[config.mk]
export PLATFORM = sky130hd
export DESIGN_NAME = mac_iter_sched
export DESIGN_NICKNAME = d
export VERILOG_FILES = /design/src/rtl/mac_iter_sched_pkg.sv /design/src/rtl/mac_iter_sched_addr_gen.sv /design/src/rtl/mac_iter_sched.sv
export SDC_FILE = /design/constraint.sdc
export NUM_CORES = 1
export LEC_CHECK = 0
export CORE_MARGIN = 2
export CORE_UTILIZATION = 56
export CTS_BUF_LIST = sky130_fd_sc_hd__clkbuf_16
export DETAILED_ROUTE_END_ITERATION = 10
export GPL_TIMING_DRIVEN = 1
export MAX_ROUTING_LAYER = met4
export PLACE_DENSITY = 0.85
export SLEW_MARGIN = 20
export SYNTH_ARGS = -nofsm -noshare
export SYNTH_HDL_FRONTEND = slang
export SYNTH_HIERARCHICAL = 1
export SYNTH_SLANG_ARGS = --single-unit
[constraint.sdc]
create_clock -name clk_i -period 6.3 [get_ports clk_i]
set_input_delay 1.89 -clock clk_i [delete_from_list [all_inputs] [get_ports clk_i]]
set_output_delay 1.89 -clock clk_i [all_outputs]
set_load 0.05 [all_outputs]
[src/rtl/mac_iter_sched_pkg.sv]
// Shared types for the MAC iteration scheduler: FSM states, job config,
// scheduler flags and the streamer-side handshake bundles.
package mac_iter_sched_pkg;

  localparam int MAC_CNT_LEN   = 1024;
  localparam int MAC_NB_ITER_W = 16;
  localparam int MAC_ADDR_W    = 32;
  localparam int MAC_LEN_W     = $clog2(MAC_CNT_LEN) + 1;

  localparam int NUM_SRC = 3;  // a, b, c source streamers
  localparam int NUM_CH  = 4;  // a, b, c sources plus the d sink

  typedef enum logic [2:0] {
    IDLE      = 3'd0,
    START     = 3'd1,
    COMPUTE   = 3'd2,
    WAIT      = 3'd3,
    UPDATEIDX = 3'd4,
    TERMINATE = 3'd5
  } state_fsm_t;

  // Job as programmed in the register file. Field widths follow the package
  // defaults, so the top-level parameters must stay at these values.
  typedef struct packed {
    logic [MAC_ADDR_W-1:0]    a_base;
    logic [MAC_ADDR_W-1:0]    b_base;
    logic [MAC_ADDR_W-1:0]    c_base;
    logic [MAC_ADDR_W-1:0]    d_base;
    logic [MAC_NB_ITER_W-1:0] nb_iter;
    logic [MAC_LEN_W-1:0]     len;
    logic [MAC_ADDR_W-1:0]    iter_stride;
    logic [MAC_ADDR_W-1:0]    one_stride;
    logic                     simple_mul;
    logic [4:0]               shift;
  } ctrl_sched_t;

  typedef struct packed {
    state_fsm_t               state;
    logic [MAC_NB_ITER_W-1:0] iter;
  } flags_sched_t;

  typedef struct packed {
    logic                  req_start;
    logic [MAC_ADDR_W-1:0] addr;
    logic [MAC_ADDR_W-1:0] trans_size;
  } fsm_ctrl_streamer_t;

  typedef struct packed {
    logic ready_start;
    logic done;
  } flags_streamer_t;

  // The sink writes one word per pass for a scalar product, len words otherwise.
  function automatic logic [MAC_ADDR_W-1:0] sink_size(input logic simple_mul,
                                                      input logic [MAC_LEN_W-1:0] len);
    return simple_mul ? {{(MAC_ADDR_W-MAC_LEN_W){1'b0}}, len} : MAC_ADDR_W'(1);
  endfunction

endpackage

[src/rtl/mac_iter_sched_addr_gen.sv]
// One address channel: loads its base at job start and advances by its
// stride once per completed pass (wraps modulo 2^ADDR_W).
module mac_iter_sched_addr_gen #(
  parameter int ADDR_W = 32
) (
  input  logic              clk_i,
  input  logic              rst_ni,
  input  logic              clr_i,
  input  logic              load_i,
  input  logic              step_i,
  input  logic [ADDR_W-1:0] base_i,
  input  logic [ADDR_W-1:0] stride_i,
  output logic [ADDR_W-1:0] addr_o
);

  // Clear beats load beats step.
  always_ff @(posedge clk_i or negedge rst_ni) begin
    if (!rst_ni)     addr_o <= '0;
    else if (clr_i)  addr_o <= '0;
    else if (load_i) addr_o <= base_i;
    else if (step_i) addr_o <= addr_o + stride_i;
  end

endmodule

[src/rtl/mac_iter_sched.sv]
// Iteration scheduler for the MAC engine: runs nb_iter passes of
// start-streamers / compute / wait-sink / advance-addresses per job.
module mac_iter_sched
  import mac_iter_sched_pkg::*;
#(
  parameter int CNT_LEN   = MAC_CNT_LEN,
  parameter int NB_ITER_W = MAC_NB_ITER_W,
  parameter int ADDR_W    = MAC_ADDR_W
) (
  input  logic                      clk_i,
  input  logic                      rst_ni,
  input  logic                      start_i,
  input  logic                      clear_i,
  input  logic [ADDR_W-1:0]         a_base_i,
  input  logic [ADDR_W-1:0]         b_base_i,
  input  logic [ADDR_W-1:0]         c_base_i,
  input  logic [ADDR_W-1:0]         d_base_i,
  input  logic [NB_ITER_W-1:0]      nb_iter_i,
  input  logic [$clog2(CNT_LEN):0]  len_i,
  input  logic [ADDR_W-1:0]         iter_stride_i,
  input  logic [ADDR_W-1:0]         one_stride_i,
  input  logic                      simple_mul_i,
  input  logic [4:0]                shift_i,
  input  logic [2:0]                src_ready_start_i,
  input  logic [2:0]                src_done_i,
  input  logic                      sink_ready_start_i,
  input  logic                      sink_done_i,
  output logic [2:0]                src_req_start_o,
  output logic                      sink_req_start_o,
  output logic [ADDR_W-1:0]         a_addr_o,
  output logic [ADDR_W-1:0]         b_addr_o,
  output logic [ADDR_W-1:0]         c_addr_o,
  output logic [ADDR_W-1:0]         d_addr_o,
  output logic [ADDR_W-1:0]         src_trans_size_o,
  output logic [ADDR_W-1:0]         sink_trans_size_o,
  output logic                      eng_clear_o,
  output logic                      eng_enable_o,
  output logic                      eng_start_o,
  output logic                      eng_simple_mul_o,
  output logic [4:0]                eng_shift_o,
  output logic [$clog2(CNT_LEN):0]  eng_len_o,
  output logic                      busy_o,
  output logic                      done_o,
  output state_fsm_t                state_o
);

  localparam int LEN_W = $clog2(CNT_LEN) + 1;

  ctrl_sched_t                   cfg_d;
  flags_sched_t                  flags_q;
  logic [NB_ITER_W-1:0]          nb_iter_q;
  logic [LEN_W-1:0]              len_q;
  logic [ADDR_W-1:0]             iter_stride_q, one_stride_q, sink_size_q;
  logic                          simple_mul_q;
  logic [4:0]                    shift_q;
  logic [NUM_SRC-1:0]            src_mask_q;
  logic                          sink_seen_q;

  flags_streamer_t [NUM_SRC-1:0] src_flags;
  flags_streamer_t               sink_flags;
  fsm_ctrl_streamer_t            sink_ctrl;
  logic [NUM_SRC-1:0]            src_rdy, src_dn, src_mask_nxt;

  logic [NUM_CH-1:0][ADDR_W-1:0] ch_base, ch_stride, ch_addr;
  logic                          live, all_ready, fire, load, step;
  logic [NB_ITER_W-1:0]          iter_inc;

  assign cfg_d = '{a_base: a_base_i, b_base: b_base_i, c_base: c_base_i, d_base: d_base_i,
                   nb_iter: nb_iter_i, len: len_i, iter_stride: iter_stride_i,
                   one_stride: one_stride_i, simple_mul: simple_mul_i, shift: shift_i};

  genvar i;
  for (i = 0; i < NUM_SRC; i++) begin : g_src
    assign src_flags[i] = '{ready_start: src_ready_start_i[i], done: src_done_i[i]};
    assign src_rdy[i]   = src_flags[i].ready_start;
    assign src_dn[i]    = src_flags[i].done;
  end
  assign sink_flags = '{ready_start: sink_ready_start_i, done: sink_done_i};

  // Strobes are combinational on the registered state so requests leave in
  // the same cycle the streamers report ready; reset and clear mute them.
  assign live         = rst_ni & ~clear_i;
  assign all_ready    = (&src_rdy) & sink_flags.ready_start;
  assign fire         = live & (flags_q.state == START) & all_ready;
  assign load         = live & (flags_q.state == IDLE) & start_i;
  assign step         = flags_q.state == UPDATEIDX;
  assign iter_inc     = flags_q.iter + 1'b1;
  assign src_mask_nxt = src_mask_q | src_dn;

  assign ch_base   = {cfg_d.d_base, cfg_d.c_base, cfg_d.b_base, cfg_d.a_base};
  assign ch_stride = {one_stride_q, iter_stride_q, iter_stride_q, iter_stride_q};

  for (i = 0; i < NUM_CH; i++) begin : g_addr
    mac_iter_sched_addr_gen #(.ADDR_W(ADDR_W)) u_addr (
      .clk_i    (clk_i),
      .rst_ni   (rst_ni),
      .clr_i    (clear_i),
      .load_i   (load),
      .step_i   (step),
      .base_i   (ch_base[i]),
      .stride_i (ch_stride[i]),
      .addr_o   (ch_addr[i])
    );
  end

  // Job sequencer: latches config, tracks pass progress and done masks.
  always_ff @(posedge clk_i or negedge rst_ni) begin
    if (!rst_ni) begin
      flags_q       <= '0;
      nb_iter_q     <= '0;
      len_q         <= '0;
      iter_stride_q <= '0;
      one_stride_q  <= '0;
      sink_size_q   <= '0;
      simple_mul_q  <= 1'b0;
      shift_q       <= '0;
      src_mask_q    <= '0;
      sink_seen_q   <= 1'b0;
    end else if (clear_i) begin
      flags_q       <= '0;
      nb_iter_q     <= '0;
      len_q         <= '0;
      iter_stride_q <= '0;
      one_stride_q  <= '0;
      sink_size_q   <= '0;
      simple_mul_q  <= 1'b0;
      shift_q       <= '0;
      src_mask_q    <= '0;
      sink_seen_q   <= 1'b0;
    end else begin
      case (flags_q.state)
        IDLE: if (start_i) begin
          nb_iter_q     <= cfg_d.nb_iter;
          len_q         <= cfg_d.len;
          iter_stride_q <= cfg_d.iter_stride;
          one_stride_q  <= cfg_d.one_stride;
          simple_mul_q  <= cfg_d.simple_mul;
          shift_q       <= cfg_d.shift;
          sink_size_q   <= sink_size(cfg_d.simple_mul, cfg_d.len);
          flags_q.iter  <= '0;
          src_mask_q    <= '0;
          sink_seen_q   <= 1'b0;
          flags_q.state <= (cfg_d.nb_iter == '0 || cfg_d.len == '0) ? TERMINATE : START;
        end
        START: if (all_ready) flags_q.state <= COMPUTE;
        COMPUTE: begin
          src_mask_q <= src_mask_nxt;
          if (sink_flags.done) sink_seen_q <= 1'b1;
          if (&src_mask_nxt)   flags_q.state <= WAIT;
        end
        WAIT: if (sink_seen_q || sink_flags.done) flags_q.state <= UPDATEIDX;
        UPDATEIDX: begin
          flags_q.iter  <= iter_inc;
          src_mask_q    <= '0;
          sink_seen_q   <= 1'b0;
          flags_q.state <= (iter_inc == nb_iter_q) ? TERMINATE : START;
        end
        TERMINATE: flags_q.state <= IDLE;
        default:   flags_q.state <= IDLE;
      endcase
    end
  end

  assign sink_ctrl = '{req_start: fire, addr: ch_addr[3], trans_size: sink_size_q};

  assign src_req_start_o   = {NUM_SRC{fire}};
  assign sink_req_start_o  = sink_ctrl.req_start;
  assign a_addr_o          = ch_addr[0];
  assign b_addr_o          = ch_addr[1];
  assign c_addr_o          = ch_addr[2];
  assign d_addr_o          = sink_ctrl.addr;
  assign src_trans_size_o  = {{(ADDR_W-LEN_W){1'b0}}, len_q};
  assign sink_trans_size_o = sink_ctrl.trans_size;
  assign eng_clear_o       = load;
  assign eng_start_o       = fire;
  assign eng_enable_o      = (flags_q.state == COMPUTE) || (flags_q.state == WAIT);
  assign eng_simple_mul_o  = simple_mul_q;
  assign eng_shift_o       = shift_q;
  assign eng_len_o         = len_q;
  assign busy_o            = flags_q.state != IDLE;
  assign done_o            = flags_q.state == TERMINATE;
  assign state_o           = flags_q.state;

endmodule
---- Word-level counts from Yosys, hierarchy flattened ----
Cells that the tools add are included.
storage, ports and cells
  ROM bits ................................ 0
  memories ................................ 0
  output and inout port bits .............. 221
  register bits after elaboration ......... 280
  bits of input ports ..................... 237
  RAM bits ................................ 0
  word-level logic and storage cells ...... 108
  bits in latches ......................... 0
cells by class
  $add $sub $neg .......................... 5
  $mul .................................... 0
  divide/modulo/power cells ............... 0
  shift-type cells ........................ 0
  muxes and demuxes ....................... 50
  reductions and logical operators ........ 19
  bitwise operators ....................... 8
  equality and inequality tests ........... 11
  magnitude comparators ................... 0
operators with widths
  cell                   count
  $mux 32                21
  $add 32x32->32         4
  $mux 16                3
  $mux 11                4
  $mux 19                2
  $pmux 16 s2            1
  $mux 3                 7
  $add 16x1->16 const B  1
  $eq 16x16->1           1
  $logic_not 16->1       1
  $mux 5                 3
  $ne 3x3->1 const B     5
  $pmux 3 s5             1
  $logic_not 11->1       1
  $pmux 3 s3             1
  $reduce_and 3->1       3
  $reduce_bool 3->1      3
  $and 1x1->1            6
  $eq 3x2->1 const B     2
  $eq 3x3->1 const B     2
  $mux 1                 6
  $reduce_and 2->1       3
  $reduce_and 4->1       1
  $reduce_bool 2->1      2
  other kinds (7)        9

---- Depth between registers and ports, before layout ----
  depth in word-level cells ............... 6
  gate-level depth with buffers ........... 14
  depth with buffers taken out ............ 9

---- Cells and area by module ----
The synthesis kept the hierarchy.
modules (own cells, without submodules)
  module                                          sequential area each (µm²)  cells an instance  instances  area each (µm²)
  mac_iter_sched_addr_gen (g_addr[1].u_addr ...)  800.8                       426                3          3,393.3
  mac_iter_sched                                  3,278.1                     514                1          5,944.5
  mac_iter_sched_addr_gen (g_addr[0].u_addr)      800.8                       408                1          3,248.1

---- Least setup slack after synthesis ----
OpenSTA, ideal clock, no wires.
  path kind ............................... input to output
  start point ............................. input port clear_i
  end point ............................... output port eng_clear_o
  path slack .............................. 0.722 ns
  buffers on the path ..................... 4
  required time ........................... 4.410 ns
  arrival ................................. 3.688 ns
  stages on the path ...................... 7
  path through ............................ clkbuf_1 -> nor2_1 -> and3_1 -> clkbuf_1 -> clkbuf_1 -> buf_1 -> and2_1
on the way
  cells in the longest elaborated chain, start to end .. 4
ends and longest elaborated chain
  element                    RTL line              text
  from (decl)                mac_iter_sched.sv:13  input logic clear_i,
  $not 1->1                  mac_iter_sched.sv:82  assign live = rst_ni & ~clear_i;
  $and 1x1->1                mac_iter_sched.sv:82
  $and 1x1->1 (2 in series)  mac_iter_sched.sv:85  assign load = live & (flags_q.state == IDLE) & start_i;
  to (decl)                  mac_iter_sched.sv:36  output logic eng_clear_o,
No other way between the ends.

---- Worst setup path in the final report ----
  start point ............................. input port src_ready_start_i[2]
  end point ............................... output port src_req_start_o[1]
on the way
  cells in the longest elaborated chain, start to end .. 3
ends and longest elaborated chain
  element           RTL line              text
  from (decl)       mac_iter_sched.sv:24  input logic [2:0] src_ready_start_i,
  $reduce_and 3->1  mac_iter_sched.sv:83  assign all_ready = (&src_rdy) & sink_flags.ready_start;
  $and 1x1->1       mac_iter_sched.sv:83
  $and 1x1->1       mac_iter_sched.sv:84  assign fire = live & (flags_q.state == START) & all_ready;
  to (decl)         mac_iter_sched.sv:28  output logic [2:0] src_req_start_o,
No other way between the ends.

==> flow_summary.yaml <==
outcome:
  status: "finished, final reports clean"
routing:
  drt_iter0_drc: 1373
  dr.pass1.iters: 7
  wire_per_inst_um: 22.9
  finalWirelength_um: 68700
  drc: 0
  ant_nets: 0
  routed_via_density: 6.49
  vias: 19500
place:
  io_buffers: 415
  gp_congestion: 1.00
  hpwl_um: 51700
  placed_area_sq_um: 23400
synthesis:
  synth_area_leaders: "dfrtp_1 33%, ha_1 8.1%, a21oi_1 5.1%"
  async_reset_ff_share_pct: 100
  ys_seq_area_share_pct: 33.5
  ys.flop_type: "dfrtp_1"
  syn_inst: 2200
  ys_types: 87
  yosysWarningCount: 6
  synth.avg_cell_area_sq_um: 8.81
  synthesis.area_sq_um: 19400
  yosys.area.top_type_share_pct: 33.5
  ys_seq_elements: 259
  synth_edf_count: 0
  yosys.area.top_type: "dfrtp_1"
setup_path:
  worst-r2r-setup-slack_ns: 2.50
  cpPeakStageDelay_ns: 0.51
  critPathRequiredTime_ns: 4.41
  r2r_start: "state_o[0]"
  r2r_cells: 10
  path_cells: "clkdlybuf4s50_1, and4_1, and2_1, and3_1, buf_12"
  crit_slowest_cell: "and3_1"
  r2r-end: "g_addr[2].u_addr/addr_o[31]"
  startpoint_type: "input pin"
  cp-end-kind: "primary output"
  cp_max_fo: 5
  arrival_ns: 3.47
  critPathKind: "in -> out"
clock_tree:
  cts_tree: "done"
  hold_buffers: 0
  post_cts_resized: 0
  numCtsBuffers: 30
  clkTransAtPathRegs_ns: 0.06
  clkLatencyLatePin_ns: 0.60
  clock-sinks: 259
  cts_setup_buffers: 0
  ctsLongestPathBuffers: 3
  cts-root-buf: "clkbuf_16"
  htreeDepth: 1
hold_path:
  whs_path_depth: 1
  min_from: "eng_simple_mul_o"
  hold_class: "reg -> reg"
  hold_path_end: "eng_simple_mul_o"
pwr:
  power_uw: 5000
  ir_drop_mv: 0.235
  cellLeakagePower_uw: 0.0111
  cellPowerDensity_nw_per_um2: 204
finish:
  drive_above_1_share_pct: 5.32
  synthToLayoutAreaGrowth_pct: 26.5
  final_util_pct: 71.4
  multiInputGateArea_sq_um: 11800
  stdcell_area_sq_um: 24500
  final_nets: 2880
  regArea_sq_um: 6480
  nFillCells: 2640
global_routing:
  antenna_found_initial: 11
  grt_overflow: 0
  track_usage_pct: 38.5
  grt_first_pass_wirelength_um: 106000
  grt_pass1_vias: 18800
  grt_max_degree: 110
die:
  start_util_pct: 56.5
  core_sq_um: 34300
  io-pin-count: 458
  fp.dieW_um: 190
  rows: 68
  die-height_um: 190
  die_area_sq_um: 36100
timing:
  rsz0062_at_grt: "no"
  finalHoldViolCount: 0
  fin_hold_ws_ns: 0.502
  fmax_mhz: 187
  finalSetupViolations: 0
  fin_crit_sh_pct: 85.1
  tightest_slew_ns: 1.11
  slew_violations: 0
  maxSlewHeadroom_pct: 25.3
  final.setup_skew_ns: 0.0289
  finalSetupTns_ns: 0
  min_period_ns: 5.36
flow_run:
  timing.max_cap.violations: 0
==> per-layer routing <==
metal,vias up,GRT usage (%),part of all wire [%]
met2,1027,62.0,47
met1,9457,48.3,40
li1,8824,-,-
met3,194,5.76,8.3
met5,-,-,0
met4,0,16.7,4.9
==> cell type report <==
type	count	area share [%]
multi-input combinational	1737	48.1
clock inverter	26	1.26
clock buffer	30	3.06
sequential	259	26.5
antenna	11	0.112
tap	455	2.32
timing repair buffer	431	17.8
inverter	55	0.848
==> layout by cell type (no fill, tap or decap), types with 19 or more instances in the layout <==
| master | netlist | final |
|---|---|---|
| a22o_1 | 109 | 109 |
| nand4_1 | 38 | 38 |
| a21boi_0 | 20 | 20 |
| nor2_1 | 154 | 154 |
| xor2_1 | 35 | 35 |
| a21oi_1 | 199 | 198 |
| nand2_1 | 175 | 175 |
| and3_1 | 29 | 28 |
| inv_1 | 55 | 57 |
| conb_1 | 1 | 42 |
| ha_1 | 125 | 125 |
| xnor2_1 | 57 | 57 |
| dfrtp_1 | 259 | 259 |
| nor3_1 | 36 | 36 |
| a31oi_1 | 19 | 19 |
| nand3_1 | 69 | 69 |
| a22oi_1 | 56 | 56 |
| o21ai_0 | 110 | 110 |
| clkbuf_16 | 1 | 30 |
| o21a_1 | 24 | 24 |
| o211ai_1 | 28 | 28 |
| a21o_1 | 78 | 78 |
| clkdlybuf4s50_1 | 0 | 407 |
| mux2i_1 | 21 | 21 |
| a211oi_1 | 39 | 39 |
==> sequential cells by signal, summed over array words and instances, names as in the netlist <==
register / count
eng_len_o: 11
sink_seen_q: 1
eng_shift_o: 5
nb_iter_q: 16
eng_simple_mul_o: 1
g_addr.u_addr/addr_o: 128
sink_trans_size_o: 11
iter_stride_q: 32
flags_q: 16
state_o: 3
src_mask_q: 3
one_stride_q: 32
==> through the flow <==
stage / setup slack (ns) / cells
global placement: 0.983 / 2937
global route: 0.877 / 3004
CTS: 0.943 / 2993
floorplan: 0.722 / 2241
detailed placement: 0.953 / 2937
finish: 0.942 / 3004
==> how the worst max path moves through the flow <==
| stage | startpoint | to | slack [ns] | depth (start not counted) |
|---|---|---|---|---|
| 2_1_floorplan | clear_i | eng_clear_o | 0.72 | 7 |
| 3_3_place_gp | src_ready_start_i[2] | src_req_start_o[1] | 0.98 | 5 |
| 3_5_place_dp | src_ready_start_i[2] | src_req_start_o[1] | 0.95 | 5 |
| 4_1_cts | src_ready_start_i[2] | src_req_start_o[1] | 0.94 | 5 |
| 5_1_grt | src_ready_start_i[2] | sink_req_start_o | 0.88 | 5 |
| 6_report | src_ready_start_i[2] | src_req_start_o[1] | 0.94 | 5 |
==> Yosys cell counts, drive strengths merged, types with 14 or more instances <==
cell type	instances
nor3	37
ha	125
nand3	70
a31oi	21
clkbuf	100
a21boi	20
o21ai	119
a22o	109
o21a	24
inv	55
xnor2	57
mux2i	21
xor2	35
a22oi	56
o211ai	31
dfrtp	259
nor2	156
and2	18
a21oi	202
nand2	175
o22ai	17
buf	86
nor2b	15
a211oi	45
nand2b	14
nand4	40
and3	33
a21o	79
o31ai	15
==> report_power, final <==
part           switching, uW  leakage (uW)  total [uW]  internal, uW
Clock                    756      0.000526        1870          1120
Combinational            768       0.00703        1250           479
Sequential               124       0.00354        1880          1760
==> worst max-delay path: cells and delay by family <==
kind	cells	cell delay (ns)
simple gates	3	0.88
buf+inv	2	0.70
==> kinds of logic after synthesis <==
logic type	share of synthesized area, %
AOI/OAI and AO/OA	30.5
muxes	1.26
adders and majority gates	8.49
DFF	33.5
xor gates and xnor gates	4.16
and+or+nand+nor	15.6
other	0.0194
buffers and inverters	6.57
Power figures use the tool's default switching activity.
